**src/rtl/rf_wb_pkg.sv**
```systemverilog
// Shared types and defaults for the register writeback controller.
// The forwarding option (macro RF_WB_FWD_EN) is selected in rf_wb_ctrl.
package rf_wb_pkg;

  localparam int NUM_REGS    = 4;
  localparam int WIDTH_DEF   = 16;
  localparam int DEPTH_DEF   = 2;
  localparam int CNT_MAX_DEF = 3;

  typedef logic [1:0] reg_addr_t;

  typedef struct packed {
    reg_addr_t              dest;
    logic [WIDTH_DEF-1:0]   data;
  } wb_entry_t;

endpackage

```
**src/rtl/rf_wb_fifo.sv**
```systemverilog
// Circular writeback queue of {dest, data} entries. Every slot is exposed in
// age order (index 0 = head) so the controller can search it for forwarding.
module rf_wb_fifo
  import rf_wb_pkg::*;
#(
  parameter int  DEPTH   = DEPTH_DEF,
  parameter type entry_t = wb_entry_t
) (
  input  logic             clk,
  input  logic             reset_n,
  input  logic             push,
  input  entry_t           push_entry,
  input  logic             pop,
  output logic             full,
  output logic             empty,
  output entry_t           slot [DEPTH],
  output logic [DEPTH-1:0] slot_vld
);

  localparam int PTR_W = (DEPTH > 1) ? $clog2(DEPTH) : 1;
  localparam int CNT_W = $clog2(DEPTH + 1);

  typedef logic [PTR_W-1:0] ptr_t;

  entry_t           mem [DEPTH];
  ptr_t             rd_ptr;
  ptr_t             wr_ptr;
  logic [CNT_W-1:0] count;

  function automatic ptr_t next_ptr(input ptr_t p);
    if (p == ptr_t'(DEPTH - 1)) return '0;
    else                        return p + ptr_t'(1);
  endfunction

  assign full  = (count == CNT_W'(DEPTH));
  assign empty = (count == '0);

  always_comb begin
    ptr_t idx;
    idx = rd_ptr;
    for (int i = 0; i < DEPTH; i++) begin
      slot[i]     = mem[idx];
      slot_vld[i] = (CNT_W'(i) < count);
      idx         = next_ptr(idx);
    end
  end

  // The writer only pushes into a full queue when it also pops that cycle.
  always_ff @(posedge clk or negedge reset_n) begin
    if (!reset_n) begin
      rd_ptr <= '0;
      wr_ptr <= '0;
      count  <= '0;
      for (int i = 0; i < DEPTH; i++) mem[i] <= '0;
    end else begin
      if (push) begin
        mem[wr_ptr] <= push_entry;
        wr_ptr      <= next_ptr(wr_ptr);
      end
      if (pop) rd_ptr <= next_ptr(rd_ptr);
      case ({push, pop})
        2'b10:   count <= count + CNT_W'(1);
        2'b01:   count <= count - CNT_W'(1);
        default: count <= count;
      endcase
    end
  end

endmodule

```
**src/rtl/rf_wb_ctrl.sv**
```systemverilog
// Writeback controller: tracks in-flight writes per register, queues results,
// drains them to the register file and answers hazard/forwarding queries.
// Define RF_WB_FWD_EN to forward queued results instead of stalling on them.
module rf_wb_ctrl
  import rf_wb_pkg::*;
#(
  parameter int WIDTH   = WIDTH_DEF,
  parameter int DEPTH   = DEPTH_DEF,
  parameter int CNT_MAX = CNT_MAX_DEF
) (
  input  logic             clk,
  input  logic             reset_n,
  input  logic             issue_valid,
  input  logic [1:0]       issue_dest,
  output logic             issue_ready,
  input  logic             res_valid,
  input  logic [1:0]       res_dest,
  input  logic [WIDTH-1:0] res_data,
  output logic             res_ready,
  input  logic             wb_hold,
  output logic             rf_write,
  output logic [1:0]       rf_addr,
  output logic [WIDTH-1:0] rf_data,
  input  logic [1:0]       q_addr1,
  input  logic [1:0]       q_addr2,
  output logic             stall,
  output logic             fwd1_en,
  output logic             fwd2_en,
  output logic [WIDTH-1:0] fwd1_data,
  output logic [WIDTH-1:0] fwd2_data,
  output logic             err
);

  localparam int PW = $clog2(CNT_MAX + 1);
  localparam int QW = $clog2(DEPTH + 1);

  typedef struct packed {
    reg_addr_t        dest;
    logic [WIDTH-1:0] data;
  } entry_t;

  entry_t           slot [DEPTH];
  logic [DEPTH-1:0] slot_vld;
  entry_t           head;
  entry_t           push_entry;
  logic             full;
  logic             empty;
  logic             drain;
  logic             issue_fire;
  logic             res_fire;

  logic [PW-1:0]    pending  [NUM_REGS];
  logic [PW-1:0]    pend_nxt [NUM_REGS];
  logic [QW-1:0]    qcnt     [NUM_REGS];

  rf_wb_fifo #(
    .DEPTH   (DEPTH),
    .entry_t (entry_t)
  ) u_fifo (
    .clk        (clk),
    .reset_n    (reset_n),
    .push       (res_fire),
    .push_entry (push_entry),
    .pop        (drain),
    .full       (full),
    .empty      (empty),
    .slot       (slot),
    .slot_vld   (slot_vld)
  );

  assign head            = slot[0];
  assign push_entry.dest = res_dest;
  assign push_entry.data = res_data;

  // Handshakes: a transfer happens on a rising edge where valid && ready;
  // ready never depends on valid, and valid may be raised or dropped freely.
  assign drain       = !empty && !wb_hold;
  assign rf_write    = drain;
  assign rf_addr     = drain ? head.dest : '0;
  assign rf_data     = drain ? head.data : '0;
  assign res_ready   = !full || drain;
  assign res_fire    = res_valid && res_ready;
  assign issue_ready = (pending[issue_dest] != PW'(CNT_MAX)) ||
                       (drain && (head.dest == issue_dest));
  assign issue_fire  = issue_valid && issue_ready;

  always_comb begin
    for (int r = 0; r < NUM_REGS; r++) qcnt[r] = '0;
    for (int i = 0; i < DEPTH; i++) begin
      if (slot_vld[i]) qcnt[slot[i].dest] = qcnt[slot[i].dest] + QW'(1);
    end
  end

  // A retire never takes a counter below zero, even for an unsolicited result.
  always_comb begin
    for (int r = 0; r < NUM_REGS; r++) begin
      logic inc;
      logic dec;
      inc = issue_fire && (issue_dest == reg_addr_t'(r));
      dec = drain && (head.dest == reg_addr_t'(r)) && (pending[r] != '0);
      pend_nxt[r] = pending[r];
      if (inc && !dec)      pend_nxt[r] = pending[r] + PW'(1);
      else if (dec && !inc) pend_nxt[r] = pending[r] - PW'(1);
    end
  end

  always_ff @(posedge clk or negedge reset_n) begin
    if (!reset_n) begin
      for (int r = 0; r < NUM_REGS; r++) pending[r] <= '0;
    end else begin
      for (int r = 0; r < NUM_REGS; r++) pending[r] <= pend_nxt[r];
    end
  end

  // A result with no outstanding issue left to satisfy is a protocol error.
  always_ff @(posedge clk or negedge reset_n) begin
    if (!reset_n) begin
      err <= 1'b0;
    end else if (res_fire && (int'(pending[res_dest]) <= int'(qcnt[res_dest]))) begin
      err <= 1'b1;
    end
  end

`ifdef RF_WB_FWD_EN
  logic [NUM_REGS-1:0] fwd_ok;
  logic [WIDTH-1:0]    fwd_val [NUM_REGS];

  // Slots are scanned oldest first, so the youngest match wins.
  always_comb begin
    for (int r = 0; r < NUM_REGS; r++) begin
      fwd_ok[r]  = (qcnt[r] != '0) && (int'(qcnt[r]) == int'(pending[r]));
      fwd_val[r] = '0;
    end
    for (int i = 0; i < DEPTH; i++) begin
      if (slot_vld[i]) fwd_val[slot[i].dest] = slot[i].data;
    end
  end

  assign fwd1_en   = fwd_ok[q_addr1];
  assign fwd2_en   = fwd_ok[q_addr2];
  assign fwd1_data = fwd_ok[q_addr1] ? fwd_val[q_addr1] : '0;
  assign fwd2_data = fwd_ok[q_addr2] ? fwd_val[q_addr2] : '0;
  assign stall     = ((pending[q_addr1] != '0) && !fwd_ok[q_addr1]) ||
                     ((pending[q_addr2] != '0) && !fwd_ok[q_addr2]);
`else
  assign fwd1_en   = 1'b0;
  assign fwd2_en   = 1'b0;
  assign fwd1_data = '0;
  assign fwd2_data = '0;
  assign stall     = (pending[q_addr1] != '0) || (pending[q_addr2] != '0);
`endif

endmodule
```
**config.mk**
```make
export PLATFORM = sky130hd
export DESIGN_NAME = rf_wb_ctrl
export DESIGN_NICKNAME = d
export VERILOG_FILES = /design/src/rtl/rf_wb_pkg.sv /design/src/rtl/rf_wb_fifo.sv /design/src/rtl/rf_wb_ctrl.sv
export SDC_FILE = /design/constraint.sdc
export NUM_CORES = 1
export LEC_CHECK = 0
export BUFFER_PORTS_ARGS = -buffer_cell sky130_fd_sc_hd__buf_2
export CORE_ASPECT_RATIO = 1.5
export CORE_MARGIN = 2
export CORE_UTILIZATION = 58
export CTS_CLUSTER_DIAMETER = 50
export CTS_CLUSTER_SIZE = 8
export DETAILED_ROUTE_END_ITERATION = 7
export PLACE_DENSITY = 0.9
export SETUP_SLACK_MARGIN = 0.2
export SYNTH_ARGS = -nofsm -noshare
export SYNTH_HDL_FRONTEND = slang
export SYNTH_HIERARCHICAL = 1
export SYNTH_SLANG_ARGS = --single-unit
```
**constraint.sdc**
```tcl
create_clock -name clk -period 4.5 [get_ports clk]
set_input_delay 0.225 -clock clk [delete_from_list [all_inputs] [get_ports clk]]
set_output_delay 0.225 -clock clk [all_outputs]
set_load 0.005 [all_outputs]
```
==> results.yml, run 1 <==
clock_tree:
  clkSinkCount: 49
  clock-root-buffer: "clkbuf_8"
  htree_levels: 2
  clock_path_buffers: 2
  clkSlewWorstSetupHoldPaths_ns: 0.09
  cts_tree: "done"
  cts_resized: 0
  cts-buffers-inserted: 5
  cts_hold_buf: 0
  clk_latency_ns: 0.30
  post_cts_buffers: 0
power_and_ir_drop:
  swShare_pct: 36.7
  leakage_nw: 1.61
  power.density_nw_per_um2: 675
  internal_power_w: 0.00146
  p_sw_w: 0.000847
  comb_power_share_pct: 50.1
  peakVddDrop_v: 0.000379
  clockPowerShare_pct: 12.2
  power_frac_seq_pct: 37.8
timing:
  fin_crit_sh_pct: 66.3
  rsz0062_at_grt: "false"
  period_needed_ns: 2.98
  tns_ns: 0
  fin_skew_ns: 0.00434
  fmax_mhz: 335
  hold_slack_ns: 0.119
  relSlewSlack_pct: 28.4
  slew_violations: 0
  setup_violations: 0
  tightest_slew_ns: 1.07
  hold_viol_final: 0
drt:
  drt_iter0_markers: 80
  ant_nets: 0
  drt_wl_total_mm: 5.70
  drcViolationCount: 0
  drt_first_pass_iters: 4
  vias: 2062
  wl_per_cell_um: 14.5
  viasPerCell: 5.26
setup_path:
  rr_startpoint: "u_fifo/rd_ptr"
  reg2regPathDepth: 9
  crit_type: "reg2reg"
  rr_endpoint: "err"
  critPathRequiredTime_ns: 4.70
  crit_path_max_fanout: 21
  worstPathArrival_ns: 3.18
  cp-end-kind: "flop"
  r2r_slack_ns: 1.52
  critPathLaunchType: "flop"
floorplanning:
  ios: 86
  core_area_um2: 5370
  fp.dieH_um: 94.8
  rows: 33
  initial_core_util_pct: 59.4
  fp.dieW_um: 64.5
  die_area_um2: 6120
global_route:
  grt_first_pass_wirelength_mm: 9.47
  antenna_found_initial: 0
  grt_pass1_vias: 2043
  gr-total-overflow: 0
  grtUsageTotal_pct: 20.1
  grt_max_degree: 50
layout:
  syn2layout_area_growth_pct: 7.10
  fin_util_pct: 63.6
  nNetsFinal: 361
  multi_input_area_um2: 1710
  fill_cells: 437
  regArea_um2: 1230
  stdcell_area_um2: 3410
  drive_gt1_share_pct: 39.1
  n_antenna_cell: 0
yosys:
  syn_area_per_cell_um2: 11.6
  ys_warn_count: 6
  netlist_area_um2: 3190
  synth_cells: 276
placement:
  gp_congestion: 0.860
  dp_hpwl_mm: 4.22
  place_area_um2: 3310
  port_buffers: 51
job:
  drv_cap: 0
status:
  outcome: "completed"
min_path:
  hp-class: "in2async"
==> state kept, by name (all words and copies together), names as in the netlist <==
signal,flops
pending,8
u_fifo/rd_ptr,1
err,1
u_fifo/mem,36
u_fifo/count,2
u_fifo/wr_ptr,1
==> cells in the final DEF, fill, tap and decap left out, drive strengths merged, types with 2 or more instances in the layout <==
cell	instances
ha	11
clkbuf	7
buf	52
mux2	56
or3	2
nor2	12
o21ai	5
nand2b	2
a21oi	2
mux4	6
and2	19
inv	7
nor2b	5
xor2	11
conb	34
nand2	13
dfrtp	49
xnor2	8
nand3	4
nand3b	2
==> final cells by class <==
cell class / instances / area share, %
clock buffer: 7 / 2.82
clock inverter: 1 / 0.147
inverter: 7 / 0.770
multi-input combinational: 206 / 50.1
sequential: 49 / 35.9
tap: 70 / 2.57
timing repair buffer: 52 / 7.70
==> worst max-delay path: stages (launching register included) <==
cell and delay, ns:
dfrtp_1 0.93, mux2_2 0.45, nor2b_1 0.25, mux2i_1 0.25, o22ai_1 0.11, o32ai_1 0.29, ha_1 0.28, nand2_1 0.07
o21ai_0 0.07, a21o_1 0.17
==> worst max-delay path by stage <==
stage | end | slack (ns) | startpoint | depth (start not counted)
global placement | err | 1.64 | u_fifo/rd_ptr | 8
global route | err | 1.29 | u_fifo/rd_ptr | 9
floorplan | err | 1.98 | u_fifo/rd_ptr | 11
finish | err | 1.52 | u_fifo/rd_ptr | 9
detailed placement | err | 1.57 | u_fifo/rd_ptr | 8
CTS | err | 1.53 | u_fifo/rd_ptr | 8
==> power groups by stage <==
| stage | sequential (W) | combinational, W | clock, W |
|---|---|---|---|
| 3_5_place_dp | 0.000876 | 0.00115 | 0 |
| 5_1_grt | 0.000903 | 0.00128 | 0.000306 |
| 4_1_cts | 0.000871 | 0.00116 | 0.000287 |
| 3_3_place_gp | 0.000851 | 0.00111 | 0 |
| 6_report | 0.000870 | 0.00115 | 0.000281 |
| 2_1_floorplan | 0.000785 | 0.000996 | 0 |
==> per-layer routing <==
metal	GRT usage, %	part of all wire [%]	vias to the layer above
li1	-	-	961
met1	22.7	39	1013
met2	37.5	54	76
met3	2.50	4.6	12
met4	8.87	2.5	0
met5	0	0	-
==> per-stage QoR <==
stage               cells  total power, W  setup slack (ns)
finish                392         0.00230              1.52
global route          392         0.00249              1.29
CTS                   392         0.00232              1.53
detailed placement    384         0.00203              1.57
global placement      384         0.00196              1.64
floorplan             309         0.00178              1.98
Power figures use the tool's default switching activity.
==> run 2: changes to the inputs <==
--- a/config.mk
+++ b/config.mk
@@ -5,14 +5,15 @@
 export SDC_FILE = /design/constraint.sdc
 export NUM_CORES = 1
 export LEC_CHECK = 0
+export ABC_AREA = 1
 export BUFFER_PORTS_ARGS = -buffer_cell sky130_fd_sc_hd__buf_2
 export CORE_ASPECT_RATIO = 1.5
 export CORE_MARGIN = 2
-export CORE_UTILIZATION = 58
+export CORE_UTILIZATION = 54
 export CTS_CLUSTER_DIAMETER = 50
 export CTS_CLUSTER_SIZE = 8
 export DETAILED_ROUTE_END_ITERATION = 7
-export PLACE_DENSITY = 0.9
+export PLACE_DENSITY = 0.84
 export SETUP_SLACK_MARGIN = 0.2
 export SYNTH_ARGS = -nofsm -noshare
 export SYNTH_HDL_FRONTEND = slang
==> constraint.sdc (replaced) <==
create_clock -name clk -period 2.9 [get_ports clk]
set_input_delay 0.145 -clock clk [delete_from_list [all_inputs] [get_ports clk]]
set_output_delay 0.145 -clock clk [all_outputs]
set_load 0.005 [all_outputs]
==> results.yml, run 2 <==
status:
  outcome: "completed"
global_route:
  grt_max_degree: 38
  antenna_found_initial: 0
  gr-total-overflow: 0
  grt_pass1_vias: 2462
  grtUsageTotal_pct: 19.4
  grt_first_pass_wirelength_mm: 10.3
job:
  drv_cap: 0
min_path:
  hp-class: "in2reg"
timing:
  relSlewSlack_pct: 54.4
  fmax_mhz: 419
  rsz0062_at_grt: "false"
  tns_ns: 0
  fin_crit_sh_pct: 82.2
  hold_slack_ns: 0.113
  period_needed_ns: 2.38
  slew_violations: 0
  worst_slack_ns: 0.516
  setup_violations: 0
  hold_viol_final: 0
  fin_skew_ns: 0.00863
  tightest_slew_ns: 0.685
layout:
  nNetsFinal: 534
  top_regs: "u_fifo/mem x36, pending x8, u_fifo/count x2"
  final_common_cell: "nand2_1"
  stdcell_count: 569
  drive_gt1_share_pct: 22.8
  final_cell_mix: "78 x nand2_1, 76 x inv_1, 52 x nor2_1, 51 x buf_2, 48 x dfrtp_1"
  largest_reg_flops: 36
  largest-register: "u_fifo/mem"
  syn2layout_area_growth_pct: 7.17
  n_antenna_cell: 0
floorplanning:
  core_area_um2: 6130
  initial_core_util_pct: 55.8
  rows: 35
  ios: 86
  die_area_um2: 7000
  fp.dieW_um: 69.0
  fp.dieH_um: 101
placement:
  dpl.cell_count: 560
  gp_congestion: 0.831
  dp_hpwl_mm: 4.88
  port_buffers: 51
  dp_slack_ns: 0.345
yosys:
  syn_area_per_cell_um2: 7.63
  netlist_area_um2: 3420
  synth_cells: 448
  ys_warn_count: 6
clock_tree:
  htree_levels: 2
  clkSlewWorstSetupHoldPaths_ns: 0.09
  clk_latency_ns: 0.30
  clock_path_buffers: 2
  clkSinkCount: 49
  cts-buffers-inserted: 5
  cts_tree: "done"
  clock-root-buffer: "clkbuf_8"
  post_cts_buffers: 0
setup_path:
  crit_path_max_fanout: 6
  critPathRequiredTime_ns: 3.09
  cp-end-kind: "flop"
  worstPathArrival_ns: 2.58
  crit_type: "reg2reg"
  r2r_slack_ns: 0.52
  critPathLaunchType: "flop"
power_and_ir_drop:
  leakage_nw: 2.00
  p_total_w: 0.00368
  power.density_nw_per_um2: 1010
  peakVddDrop_v: 0.000560
drt:
  ant_nets: 0
  drt_first_pass_iters: 4
  wl_per_cell_um: 11.3
  drcViolationCount: 0
  drt_iter0_markers: 105
  viasPerCell: 4.90
  drt_wl_total_mm: 6.44
  vias: 2788
## run 2: where the power goes
part | internal (W) | switching, W | leakage, nW
logic | 0.000751 | 0.00120 | 1.35
registers | 0.00101 | 0.000225 | 0.595
clock network | 0.000259 | 0.000232 | 0.0554
total | 0.00202 | 0.00166 | 2.00
## run 2: final timing paths
kind | start | to | depth (start not counted)
worst max-delay path | u_fifo/count[0] | pending[1] | 13
worst min-delay path | res_data[10] | u_fifo/mem[28] | 3
worst max register to register | u_fifo/count[0] | pending[1] | 13
worst min register to register | pending[4] | pending[4] | 1
max in group asynchronous | reset_n | u_fifo/mem[12] | 3
min in group asynchronous | reset_n | pending[1] | 2
## run 2: through the flow
stage	cell area (um^2)	utilization [%]
6_report	3660	59.8
2_1_floorplan	3540	-
4_1_cts	3660	59.7
3_5_place_dp	3540	57.7
3_3_place_gp	3540	57.7
5_1_grt	3660	59.8
## run 2: layout make-up
cell class                      instances  area, um^2
Fill cell                             557        2470
Sequential cell                        49        1230
Multi-Input combinational cell        301        1630
Clock buffer                            6        72.6
Tap cell                               74        92.6
Timing Repair Buffer                   57         303
Inverter                               80         300
Clock inverter                          2        38.8
## run 2: repair_timing
action | 4_1_cts | 5_1_grt
gates resized for setup | 0 | 3
hold buffers | 1 | 0
hold endpoints to repair | 29 | 0
endpoints found under the setup margin | 0 | 3
## run 2: worst max-delay path: stages, from the launching register on
cell	delay, ns
dfrtp_1	0.39
inv_1	0.09
ha_1	0.23
nor2_4	0.16
inv_1	0.13
a21oi_1	0.14
nand4_1	0.11
nand3_2	0.09
nand2_2	0.07
nor2_1	0.15
ha_1	0.28
a21oi_1	0.14
o21ai_0	0.13
xnor2_1	0.14
## run 2: per-layer routing
layer	track usage (%)	up-vias	share of wire [%]
li1	-	1409	-
met1	21.7	1265	40
met2	34.7	95	51
met3	3.22	19	5.8
met4	8.90	0	3.0
met5	0	-	0
==> run 3: changes to the inputs <==
==> constraint.sdc (replaced) <==
create_clock -name clk -period 2.4 [get_ports clk]
set_input_delay 0.12 -clock clk [delete_from_list [all_inputs] [get_ports clk]]
set_output_delay 0.12 -clock clk [all_outputs]
set_load 0.005 [all_outputs]
==> results.yml, run 3 (synthesis results as in run 2) <==
floorplanning:
  die_area_um2: 7000
  initial_core_util_pct: 55.8
  fp.dieW_um: 69.0
  rows: 35
  ios: 86
  fp.dieH_um: 101
  core_area_um2: 6130
clock_tree:
  cts_tree: "done"
  clock_path_buffers: 2
  clkSinkCount: 49
  clock-root-buffer: "clkbuf_8"
  clkSlewWorstSetupHoldPaths_ns: 0.10
  htree_levels: 2
  clk_latency_ns: 0.30
  cts-buffers-inserted: 5
placement:
  gp_congestion: 0.955
  port_buffers: 51
  place_area_um2: 3560
  dp_hpwl_mm: 4.82
timing:
  slew_violations: 0
  hold_viol_final: 0
  tightest_slew_ns: 0.627
  hold_slack_ns: 0.0914
  relSlewSlack_pct: 58.2
  fin_crit_sh_pct: 94.6
  fmax_mhz: 441
  period_needed_ns: 2.27
  tns_ns: 0
  fin_skew_ns: 0.00743
  setup_violations: 0
  rsz0062_at_grt: "true"
setup_path:
  cp-startpoint: "u_fifo/count[1]"
  reg2regPathDepth: 14
  crit_path_max_fanout: 4
  crit_slowest_cell: "dfrtp_1"
  rr_startpoint: "u_fifo/count[1]"
  slowest_delay_ns: 0.40
  crit_type: "reg2reg"
  worstPathArrival_ns: 2.46
  critPathLaunchType: "flop"
  worst-path-buf-inv: 2
  crit_top_cell: "nand2_1"
  cp_cell_sequence: "inv_2 -> ha_1 -> nor2_4 -> inv_2 -> nor3_4 -> nor2_1 -> nor2_1 -> nand2_1 -> nand3_1 -> nand2_1 -> ha_1 -> nand2_1 -> o21ai_1 -> a21o_1"
  cp-end-kind: "flop"
  r2r_slack_ns: 0.13
  critical_path.top_delay_family: "simple AND/OR/NAND/NOR gates"
  rr_endpoint: "err"
  critPathRequiredTime_ns: 2.60
power_and_ir_drop:
  p_total_w: 0.00517
  leakage_nw: 2.11
  peakVddDrop_v: 0.000711
  power.density_nw_per_um2: 1310
drt:
  drt_first_pass_iters: 4
  ant_nets: 0
  wl_per_cell_um: 12.7
  drt_iter0_markers: 165
  vias: 2904
  drcViolationCount: 0
  drt_wl_total_mm: 7.39
  viasPerCell: 4.97
layout:
  largest-register: "u_fifo/mem"
  nNetsFinal: 549
  final_cell_mix: "73 x nand2_1, 70 x inv_1, 51 x buf_2, 48 x dfrtp_1, 44 x nor2_1"
  n_antenna_cell: 0
  syn2layout_area_growth_pct: 15.4
  final_common_cell: "nand2_1"
  stdcell_area_um2: 3950
  top_regs: "u_fifo/mem x36, pending x8, u_fifo/count x2"
  largest_reg_flops: 36
  fill_cells: 506
  drive_gt1_share_pct: 31.6
job:
  drv_cap: 0
min_path:
  hold-path-endpoint: "u_fifo/mem[5]"
  hold_path_depth: 3
  min_from: "res_data[5]"
  hp-class: "in2reg"
global_route:
  grtUsageTotal_pct: 20.2
  gr-total-overflow: 0
  grt_pass1_vias: 2606
  grt_max_degree: 50
  grt_first_pass_wirelength_mm: 10.8
  antenna_found_initial: 0
status:
  outcome: "completed"
[run 3: cell count changes in the layout (fill, tap and decap cells not counted), sizes merged]
cell,delta
buf,+15
inv,+1
clkbuf,-1
[run 3: worst max path at each step]
stage / to / slack, ns / cells after the start
CTS: err / 0.21 / 13
global route: err / 0.04 / 13
finish: err / 0.13 / 14
floorplan: err / 0.20 / 13
global placement: err / 0.23 / 13
detailed placement: err / 0.15 / 13
[run 3: area by class of cell]
| class | instances | area, um^2 | share of cell area [%] |
|---|---|---|---|
| timing repair buffer | 72 | 439 | 11.1 |
| sequential | 49 | 1230 | 31.1 |
| tap | 74 | 92.6 | 2.35 |
| clock inverter | 3 | 43.8 | 1.11 |
| multi-input combinational | 301 | 1770 | 44.9 |
| inverter | 80 | 300 | 7.61 |
| clock buffer | 5 | 68.8 | 1.74 |
[run 3: timing repair]
action / 4_1_cts / 5_1_grt
pin swaps: 0 / 13
endpoints found under the setup margin: 4 / 39
endpoints found under the hold margin: 49 / 0
setup buffers: 0 / 12
gates resized for setup: 3 / 48
hold buffers: 1 / 0
[run 3: routing by layer]
metal  up-vias  wire, um  GRT usage, %
met2       104      3910          38.2
met1      1336      2850          21.4
met5         -         0             0
met3        25       344          3.00
met4         0       285          8.30
li1       1439         -             -
[run 3: worst min-delay path: stages]
cell,delay [ns]
buf_2,0.07
inv_1,0.05
o21ai_2,0.12
[run 3: where the power goes]
part | internal, W | switching (W) | total [W] | leakage, nW
clock network | 0.000313 | 0.000284 | 0.000596 | 0.0585
registers | 0.00122 | 0.000274 | 0.00150 | 0.595
logic | 0.00123 | 0.00184 | 0.00307 | 1.46
[run 3: through the flow]
stage | util, % | setup WS [ns] | instances
6_report | 64.3 | 0.131 | 584
3_5_place_dp | 58.0 | 0.147 | 563
2_1_floorplan | - | 0.201 | 481
5_1_grt | 64.3 | 0.0446 | 584
3_3_place_gp | 58.0 | 0.226 | 563
4_1_cts | 60.2 | 0.206 | 572
